[src/rtl/compar_debounce.sv]
// Debounce filter for compar_nbit flags: commits a relation state after K
// consecutive identical valid samples, counts commits and flags illegal inputs.
module compar_debounce #(
    parameter int K  = 4,
    parameter int CW = 8
) (
    input  logic          clk,
    input  logic          rst_n,
    input  logic          in_valid,
    input  logic          smaller,
    input  logic          equal,
    input  logic          greater,
    output logic [1:0]    state,
    output logic          changed,
    output logic [CW-1:0] chg_cnt,
    output logic          err
);
    localparam int RW = (K < 2) ? 1 : $clog2(K + 1);

    localparam logic [1:0] S_UNK = 2'b00;
    localparam logic [1:0] S_LT  = 2'b01;
    localparam logic [1:0] S_EQ  = 2'b10;
    localparam logic [1:0] S_GT  = 2'b11;

    logic [RW-1:0] run, nrun;
    logic [1:0]    cand, cls;
    logic          legal, ena;

    always_comb begin
        legal = 1'b1;
        cls   = S_UNK;
        case ({smaller, equal, greater})
            3'b100:  cls = S_LT;
            3'b010:  cls = S_EQ;
            3'b001:  cls = S_GT;
            default: legal = 1'b0;
        endcase
        // A run only continues if it was actually started toward this class
        nrun = (cls == cand && run != '0) ? run + 1'b1 : RW'(1);
    end

    always_ff @(posedge clk or negedge rst_n) begin
        if (!rst_n) begin
            ena     <= 1'b0;
            state   <= S_UNK;
            changed <= 1'b0;
            chg_cnt <= '0;
            err     <= 1'b0;
            run     <= '0;
            cand    <= S_UNK;
        end else begin
            // ena delays sample acceptance to the second edge after release
            ena     <= 1'b1;
            changed <= 1'b0;
            if (ena && in_valid) begin
                if (!legal) begin
                    run <= '0;
                    err <= 1'b1;
                end else if (cls == state) begin
                    run  <= '0;
                    cand <= state;
                end else begin
                    cand <= cls;
                    if (nrun == RW'(K)) begin
                        state   <= cls;
                        run     <= '0;
                        changed <= 1'b1;
                        if (state != S_UNK && !(&chg_cnt))
                            chg_cnt <= chg_cnt + 1'b1;
                    end else begin
                        run <= nrun;
                    end
                end
            end
        end
    end
endmodule

[config.mk]
export PLATFORM = sky130hd
export DESIGN_NAME = compar_debounce
export DESIGN_NICKNAME = d
export VERILOG_FILES = /design/src/rtl/compar_debounce.sv
export SDC_FILE = /design/constraint.sdc
export NUM_CORES = 1
export LEC_CHECK = 0
export BUFFER_PORTS_ARGS = -buffer_cell sky130_fd_sc_hd__clkbuf_2
export CORE_MARGIN = 5
export CORE_UTILIZATION = 37
export CTS_CLUSTER_DIAMETER = 100
export DETAILED_ROUTE_END_ITERATION = 8
export MAX_ROUTING_LAYER = met4
export PLACE_DENSITY = 0.66
export SLEW_MARGIN = 20
export SYNTH_ARGS = -nofsm -noshare
export SYNTH_HDL_FRONTEND = slang
export SYNTH_SLANG_ARGS = --single-unit
[constraint.sdc]
create_clock -name clk -period 2.1 [get_ports clk]
set_input_delay 0.525 -clock clk [delete_from_list [all_inputs] [get_ports clk]]
set_output_delay 0.525 -clock clk [all_outputs]
set_load 0.005 [all_outputs]
Word-level counts from Yosys, hierarchy flattened
Index checks and enable logic that the tools add are counted.
{"block": "word_totals", "ff_bits": 18, "in_bits": 6, "output_inout_bits": 12, "word_cells": 40}
{"block": "op_classes", "addsub": 2, "eq_ne": 6, "muxes": 11, "bitwise": 2, "reduce_logical": 12}
{"op": "3-bit 2-to-1 mux", "count": 4}
{"op": "8-bit by 1-bit adder with 8-bit output, second input constant", "count": 1}
{"op": "8-bit AND reduction", "count": 1}
{"op": "3-bit equality test, second input constant", "count": 2}
{"op": "2-bit one-hot mux with 3 select lines", "count": 1}
{"op": "1-bit 2-to-1 mux", "count": 5}
{"op": "5-bit AND reduction", "count": 1}
{"op": "2-bit equality test", "count": 2}
{"op": "2-bit AND reduction", "count": 2}
{"op": "4-bit AND reduction", "count": 1}
{"op": "3-bit by 1-bit adder with 3-bit output, second input constant", "count": 1}
{"op": "3-bit by 1-bit equality test with 1-bit output, second input constant", "count": 1}
{"op": "3-bit by 2-bit equality test with 1-bit output, second input constant", "count": 1}
{"op": "1-bit logical AND", "count": 3}
{"op": "3-bit nonzero test", "count": 1}
{"op": "3-bit OR reduction", "count": 1}
{"op": "2-bit 2-to-1 mux", "count": 1}
{"op": "1-bit NOT", "count": 2}
{"op": "2-bit nonzero test", "count": 1}
{"op": "1-bit zero test", "count": 1}

Depth between registers and ports, before layout
Gate-level depths: netlist of run 1.
{"block": "depth", "ltp_word": 10, "mapped_depth": 7, "depth_no_buf": 7}

Worst setup path after synthesis of run 1
Ideal clock, no wire load.
{"block": "synth_path", "path_kind": "in2reg", "from": "input smaller", "to": "register chg_cnt[1]", "setup_time_ps": 125, "t_arrival_ps": 1838, "t_required_ps": 1975, "setup_slack_ps": 137, "stages": 6, "n_path_buf": 1, "path_cell_list": "buf_6 -> or3b_1 -> o21ai_2 -> o2111a_2 -> and4_4 -> mux2_4"}
{"block": "synth_via", "elab_chain_cells": 7, "word_cells_on_any_way": 13, "classes_between": "6 x eq/ne; 3 x mux; 1 x bitwise; 3 x reduce/logical"}
{"element": "start, declared", "line_no": "10", "rtl": "input logic smaller,"}
{"element": "3-bit by 1-bit equality test with 1-bit output (tied with other cells)", "line_no": "32", "rtl": "case ({smaller, equal, greater})"}
{"element": "2-bit one-hot mux with 3 select lines", "line_no": "32"}
{"element": "2-bit equality test", "line_no": "39", "rtl": "nrun = (cls == cand && run != '0) ? run + 1'b1 : RW'(1);"}
{"element": "1-bit logical AND", "line_no": "39"}
{"element": "3-bit 2-to-1 mux", "line_no": "39"}
{"element": "3-bit equality test", "line_no": "64", "rtl": "if (nrun == RW'(K)) begin"}
{"element": "5-bit AND reduction (no line) (*)"}
{"element": "end signal, assigned", "line_no": "69", "rtl": "chg_cnt <= chg_cnt + 1'b1;"}
{"element": "end, declared", "line_no": "15", "rtl": "output logic [CW-1:0] chg_cnt,"}
Every way passes the cells marked *; elsewhere a longest branch is shown, timed or not.
A chain may end at the register's enable or synchronous reset.

Worst setup path after layout of run 1
{"block": "layout_path", "from": "register run[0]", "to": "register chg_cnt[2]"}
{"block": "layout_via", "elab_chain_cells": 5, "word_cells_on_any_way": 6, "classes_between": "1 x add/sub; 1 x eq/ne; 1 x mux; 3 x reduce/logical"}
{"element": "start, declared", "line_no": "25", "rtl": "logic [RW-1:0] run, nrun;"}
{"element": "start signal, assigned", "line_no": "71", "rtl": "run <= nrun;"}
{"element": "branches (longest 2 deep; another with 3-bit by 1-bit adder with 3-bit output)"}
{"element": "3-bit 2-to-1 mux (*)", "line_no": "39"}
{"element": "3-bit equality test (*)", "line_no": "64"}
{"element": "5-bit AND reduction (no line) (*)"}
Every way passes the cells marked *.

==> results_dict.tcl, run 1 <==
set metrics [dict create \
    cts_buffers 3 \
    hold_viol_final 0 \
    gr-total-overflow 0 \
    grt_max_degree 19 \
    fin_ws_ps 190.6 \
    place.gp.congestion 0.7999 \
    hpwl_mm 1.858 \
    cp_top_family "simple AND/OR/NAND/NOR gates" \
    worstSetupPathType "reg -> reg" \
    syn-num-nets 116 \
    slew_violations 0 \
    p_sw_uw 180.2 \
    min_path_type "in -> async" \
    ios 18 \
    sw_frac_of_total_pct 26.17 \
    stdcell_area_um2 1345 \
    drc 0 \
    pwr-share-clk_pct 30.9 \
    drtIter0Drc 53 \
    grt_pass1_vias 954 \
    worst-path-buf-inv 2 \
    firstDrtPassIters 4 \
    final-seq-area_um2 450.4 \
    io_buffers 17 \
    setup_viol 0 \
    clockBufferDepth 2 \
    combPwrFrac_pct 16.0 \
    die_w_um 65.66 \
    period_needed_ps 1909 \
    cts_sinks 18 \
    cp_cell_sequence "inv_1, ha_1, nor2b_2, nand2_1, a211oi_4, buf_4, nand4_1, xnor2_1" \
    critPathMaxStageDelay_ps 410 \
    vias 914 \
    p_per_area_nw_per_um2 511.9 \
    status "complete, no violations" \
    multi_input_area_um2 638.1 \
    dp_slack_ps -10.22 \
    max_freq_mhz 523.7 \
    synth_seq_cells 18 \
    synthArstFlopShare_pct 100.0 \
    hold_buffers 0 \
    n_antenna_cell 0 \
    netlist_area_um2 1146 \
    maxCapViolations 0 \
    avgViaCountPerCell 5.473 \
    fill_cells 287 \
    ys_seq_area_share_pct 39.30 \
    critPathSlowestCell "dfrtp_1" \
    drive_above_1_share_pct 34.33 \
    finClkSkew_ps 4.341 \
    crit_fanout 6 \
    intPower_uw 508.3 \
    cts.htree.levels 1 \
    rows 20 \
    finalCritPeriodShare_pct 90.92 \
    antenna_found_initial 0 \
    synthDistinctLibCells 44 \
    clk_pin_slew_ps 110 \
    core_um2 3003 \
    leakage_uw 0.0006261 \
    vdd_drop_max_uv 167.4 \
    avgRoutedWirePerCell_um 14.44 \
    fin_hold_ws_ps 156.2 \
    synth_cells 107 \
    detailed_place.area_um2 1306 \
    die_area_um2 4311 \
    critical_path_required_ps 2280 \
    ys_warn_count 0 \
    final_nets 144 \
    seq_power_share_pct 53.1 \
    routed_wl_mm 2.412 \
    rsz0062_at_grt "no" \
    fin_setup_tns_ps 0 \
    cts_tree "yes" \
    antenna_left 0 \
    synth_edf_count 0 \
    root_buffer "clkbuf_4" \
    cp-start-kind "flop" \
    initial_core_util_pct 38.17 \
    area_growth_syn_to_layout_pct 17.36 \
    syn_avg_cell_area_um2 10.71 \
    ys.flop_type "dfrtp_1" \
    fp.dieH_um 65.66 \
    track_usage_pct 13.20 \
    end_kind "flop" \
    grt_pass1_wl_mm 4.353 \
    clock_latency_ps 290 \
    arrival_ps 2090 \
]
==> layout make-up <==
type                    instances  share of cell area (%)
multi-input cells              80                   47.44
flip-flops and latches         18                   33.49
repair buffers                 27                   11.91
well taps                      33                   3.070
clock buffers                   4                   2.698
inverters                       5                   1.395
==> registers in the layout, indices dropped and copies added, names as in the netlist <==
register and cells:
chg_cnt 8, run 3, cand 2, state 2
changed 1, ena 1, err 1
==> what timing repair did <==
item                       in CTS  in global routing
setup buffers                   0                  0
gates resized for setup         0                  1
setup endpoints to repair       0                  5
==> final timing paths <==
| path | from | end | slack, ps | depth (start not counted) |
|---|---|---|---|---|
| max in group asynchronous | rst_n | cand[1] | 1640 | 1 |
| min in group clk | err | err | 500 | 1 |
| setup reg to reg | run[0] | chg_cnt[2] | 190 | 8 |
| hold reg to reg | err | err | 500 | 1 |
| setup / recovery | run[0] | chg_cnt[2] | 190 | 8 |
| hold / removal | rst_n | chg_cnt[0] | 160 | 1 |
==> worst reg2reg max path: cells and delay by family (launching register included) <==
kind                     cells  cell delay [ps]
AO/OA/AOI/OAI                1              250
buffers and inverters        2              240
flip-flops                   1              410
AND/OR/NAND/NOR              3              420
XOR/XNOR                     1              150
adder cells (fa/ha/maj)      1              320
==> kinds of logic (layout without fill, tap and decap cells) <==
logic type,Yosys count,in the layout,synth area share (%)
simple gates,39,39,20.74
fa+ha+maj,4,4,4.149
other cells,1,1,0.3272
buf+inv,9,36,5.240
compound gates,22,22,17.25
xor+xnor,11,11,9.062
mux,3,3,3.930
flops,18,18,39.30
==> power groups by stage <==
| stage | logic, uW | registers [uW] | clock network [uW] |
|---|---|---|---|
| floorplan | 76.8 | 370 | 0 |
| global placement | 105 | 372 | 0 |
| detailed placement | 109 | 373 | 0 |
| CTS | 110 | 366 | 223 |
| global route | 122 | 368 | 235 |
| finish | 110 | 366 | 213 |
==> cell usage after synthesis (3+ instances only) <==
master,count,area (um^2)
nor2b_1,5,31.28
dfrtp_1,18,450.4
xnor2_1,8,70.07
nand4_1,6,37.54
nand2_1,4,15.01
nor2_1,5,18.77
nand3_1,5,25.02
ha_1,3,37.54
mux2_4,3,45.04
and3_1,4,25.02
buf_6,3,33.78
inv_1,5,18.77
==> per-stage QoR <==
| stage | power [uW] | std cells | util (%) |
|---|---|---|---|
| floorplan | 447.0 | 107 | - |
| global placement | 476.7 | 163 | 43.50 |
| detailed placement | 482.1 | 163 | 43.50 |
| CTS | 698.7 | 167 | 44.71 |
| global route | 725.4 | 167 | 44.79 |
| finish | 688.5 | 167 | 44.79 |
==> cell usage in the layout, fill, tap and decap left out, types with 2 or more instances in the layout <==
cell type,count
clkbuf_2,17
nand3_1,5
nand4_1,6
o21ai_1,2
and3_1,4
dfrtp_1,18
xnor2_1,8
xor2_1,2
nand2_1,4
a31oi_1,2
a21boi_0,2
nor2_1,5
nor2b_1,4
mux2_4,3
buf_4,10
clkbuf_4,3
and2_1,2
inv_1,5
o21ai_2,2
ha_1,3
==> per-layer routing <==
metal,vias to the layer above,GRT usage [%],share of wire [%]
met5,-,-,0
met4,0,6.736,1.5
met3,4,2.564,2.1
met2,14,22.28,53
met1,448,14.76,44
li1,448,-,-
(Power assumes the default switching activity.)
==> inputs of run 2 (changes only) <==
--- a/config.mk
+++ b/config.mk
@@ -7,11 +7,11 @@
 export LEC_CHECK = 0
 export BUFFER_PORTS_ARGS = -buffer_cell sky130_fd_sc_hd__clkbuf_2
 export CORE_MARGIN = 5
-export CORE_UTILIZATION = 37
+export CORE_UTILIZATION = 45
 export CTS_CLUSTER_DIAMETER = 100
 export DETAILED_ROUTE_END_ITERATION = 8
 export MAX_ROUTING_LAYER = met4
-export PLACE_DENSITY = 0.66
+export PLACE_DENSITY = 0.76
 export SLEW_MARGIN = 20
 export SYNTH_ARGS = -nofsm -noshare
 export SYNTH_HDL_FRONTEND = slang
==> run 2 against run 1 <==
Effect of this change:
- first-iteration DRC count unchanged
- wire length decreased by 3.9%
- final cell count decreased by 3.0%
- register-to-register slack about the same
- via count decreased by 2.3%
- clock power about the same
- sequential share of layout area increased by 0.47 points
- power decreased by 0.67%
==> results_dict.tcl, run 2 (synthesis gave the netlist of run 1 again) <==
set metrics [dict create \
    critical_path_required_ps 2280 \
    largest-register "chg_cnt" \
    grt_max_degree 19 \
    cp_num_cells 8 \
    vdd_drop_max_uv 326.7 \
    cts.htree.levels 1 \
    fp.dieH_um 60.47 \
    maxCapViolations 0 \
    avgViaCountPerCell 5.512 \
    finClkSkew_ps 1.800 \
    critPathMaxStageDelay_ps 420 \
    rsz0062_at_grt "no" \
    die_area_um2 3656 \
    core_um2 2455 \
    setup_viol 0 \
    layout_commonest_cell "dfrtp_1" \
    largestRegisters "chg_cnt (8), run (3)" \
    status "complete, no violations" \
    track_usage_pct 15.28 \
    cp_cell_sequence "inv_1, ha_1, nor2b_2, nand2_1, a211oi_4, buf_4, nand4_1, xnor2_1" \
    rr_worst_depth 8 \
    area_growth_syn_to_layout_pct 15.72 \
    layout_common_cells "dfrtp_1, clkbuf_2, xnor2_1, buf_4, nand4_1" \
    finalCritPeriodShare_pct 90.91 \
    gr-total-overflow 0 \
    rows 18 \
    firstDrtPassIters 4 \
    die_w_um 60.47 \
    clockBufferDepth 2 \
    hold_viol_final 0 \
    fin_setup_tns_ps 0 \
    hold_buffers 0 \
    drive_above_1_share_pct 33.33 \
    clock_latency_ps 290 \
    initial_core_util_pct 46.69 \
    cp-start-kind "flop" \
    final_nets 142 \
    cts_buffers 3 \
    cts_sinks 18 \
    vias 893 \
    p_per_area_nw_per_um2 515.6 \
    root_buffer "clkbuf_4" \
    grt_pass1_vias 890 \
    end_kind "flop" \
    slew_violations 0 \
    min_path_type "in -> async" \
    max_freq_mhz 523.8 \
    fin_hold_ws_ps 159.7 \
    leakage_uw 0.0006165 \
    place.gp.congestion 0.8776 \
    ios 18 \
    n_antenna_cell 0 \
    cts_tree "yes" \
    cp_top_family "flip-flops" \
    drc 0 \
    avgRoutedWirePerCell_um 14.31 \
    worst-path-buf-inv 2 \
    clk_pin_slew_ps 100 \
    critPathSlowestCell "dfrtp_1" \
    period_needed_ps 1909 \
    crit_fanout 6 \
    largest_reg_flops 8 \
    arrival_ps 2090 \
    routed_wl_mm 2.318 \
    worstSetupPathType "reg -> reg" \
    drtIter0Drc 53 \
    antenna_found_initial 0 \
    grt_pass1_wl_mm 4.064 \
    antenna_left 0 \
    io_buffers 17 \
    hpwl_mm 1.787 \
]
## run 2: cell types whose count changed in the layout (fill, tap and decap cells not counted), sizes merged
cell / delta
buf: -2
## run 2: power breakdown
group          leakage (uW)  switching, uW  total, uW  internal (uW)
Sequential         0.000242           11.7        366            355
Clock             0.0000210            105        210            106
Combinational      0.000354           61.5        107           45.5
## run 2: timing repair
item	4_1_cts	5_1_grt
resized for setup	0	1
setup endpoints to repair	0	5
buffers inserted	0	0
## run 2: path summary, 6_finish.rpt
kind	start	end	slack, ps
setup / recovery	run[0]	chg_cnt[2]	190
hold / removal	rst_n	run[0]	160
setup reg to reg	run[0]	chg_cnt[2]	190
hold reg to reg	err	err	500
max in group asynchronous	rst_n	chg_cnt[6]	1630
min in group clk	err	err	500
## run 2: layer usage
| layer | part of all wire [%] | track usage [%] | vias up | routed length [um] |
|---|---|---|---|---|
| li1 | - | - | 438 | - |
| met1 | 46 | 18.91 | 439 | 1060 |
| met2 | 50 | 25.15 | 12 | 1163 |
| met3 | 2.2 | 1.915 | 4 | 52 |
| met4 | 1.8 | 6.502 | 0 | 42 |
| met5 | 0 | - | - | 0 |
## run 2: worst reg2reg max path: cells and delay by family, from the launching register on
kind	cells	cell delay (ps)
buffers and inverters	2	250
adder cells (fa/ha/maj)	1	320
AND/OR/NAND/NOR	3	410
flip-flops	1	420
AO/OA/AOI/OAI	1	270
XOR/XNOR	1	150
## run 2: final cells by class
| type | count | area, um^2 |
|---|---|---|
| inverter | 5 | 18.77 |
| sequential | 18 | 450.4 |
| timing repair buffer | 25 | 145.1 |
| tap | 30 | 37.54 |
| fill | 229 | 1129 |
| multi-input combinational | 80 | 638.1 |
| clock buffer | 4 | 36.28 |
## run 2: stage by stage
step           worst slack (ps)  power, uW  std cells  utilization (%)  cell area (um^2)
2_1_floorplan             136.7      447.0        107                -              1146
3_3_place_gp              53.80      473.4        158            52.45              1287
3_5_place_dp              3.047      478.6        158            52.45              1287
4_1_cts                   110.5      688.3        162            53.92              1324
5_1_grt                   42.12      719.3        162            54.03              1326
6_report                  190.8      683.9        162            54.03              1326
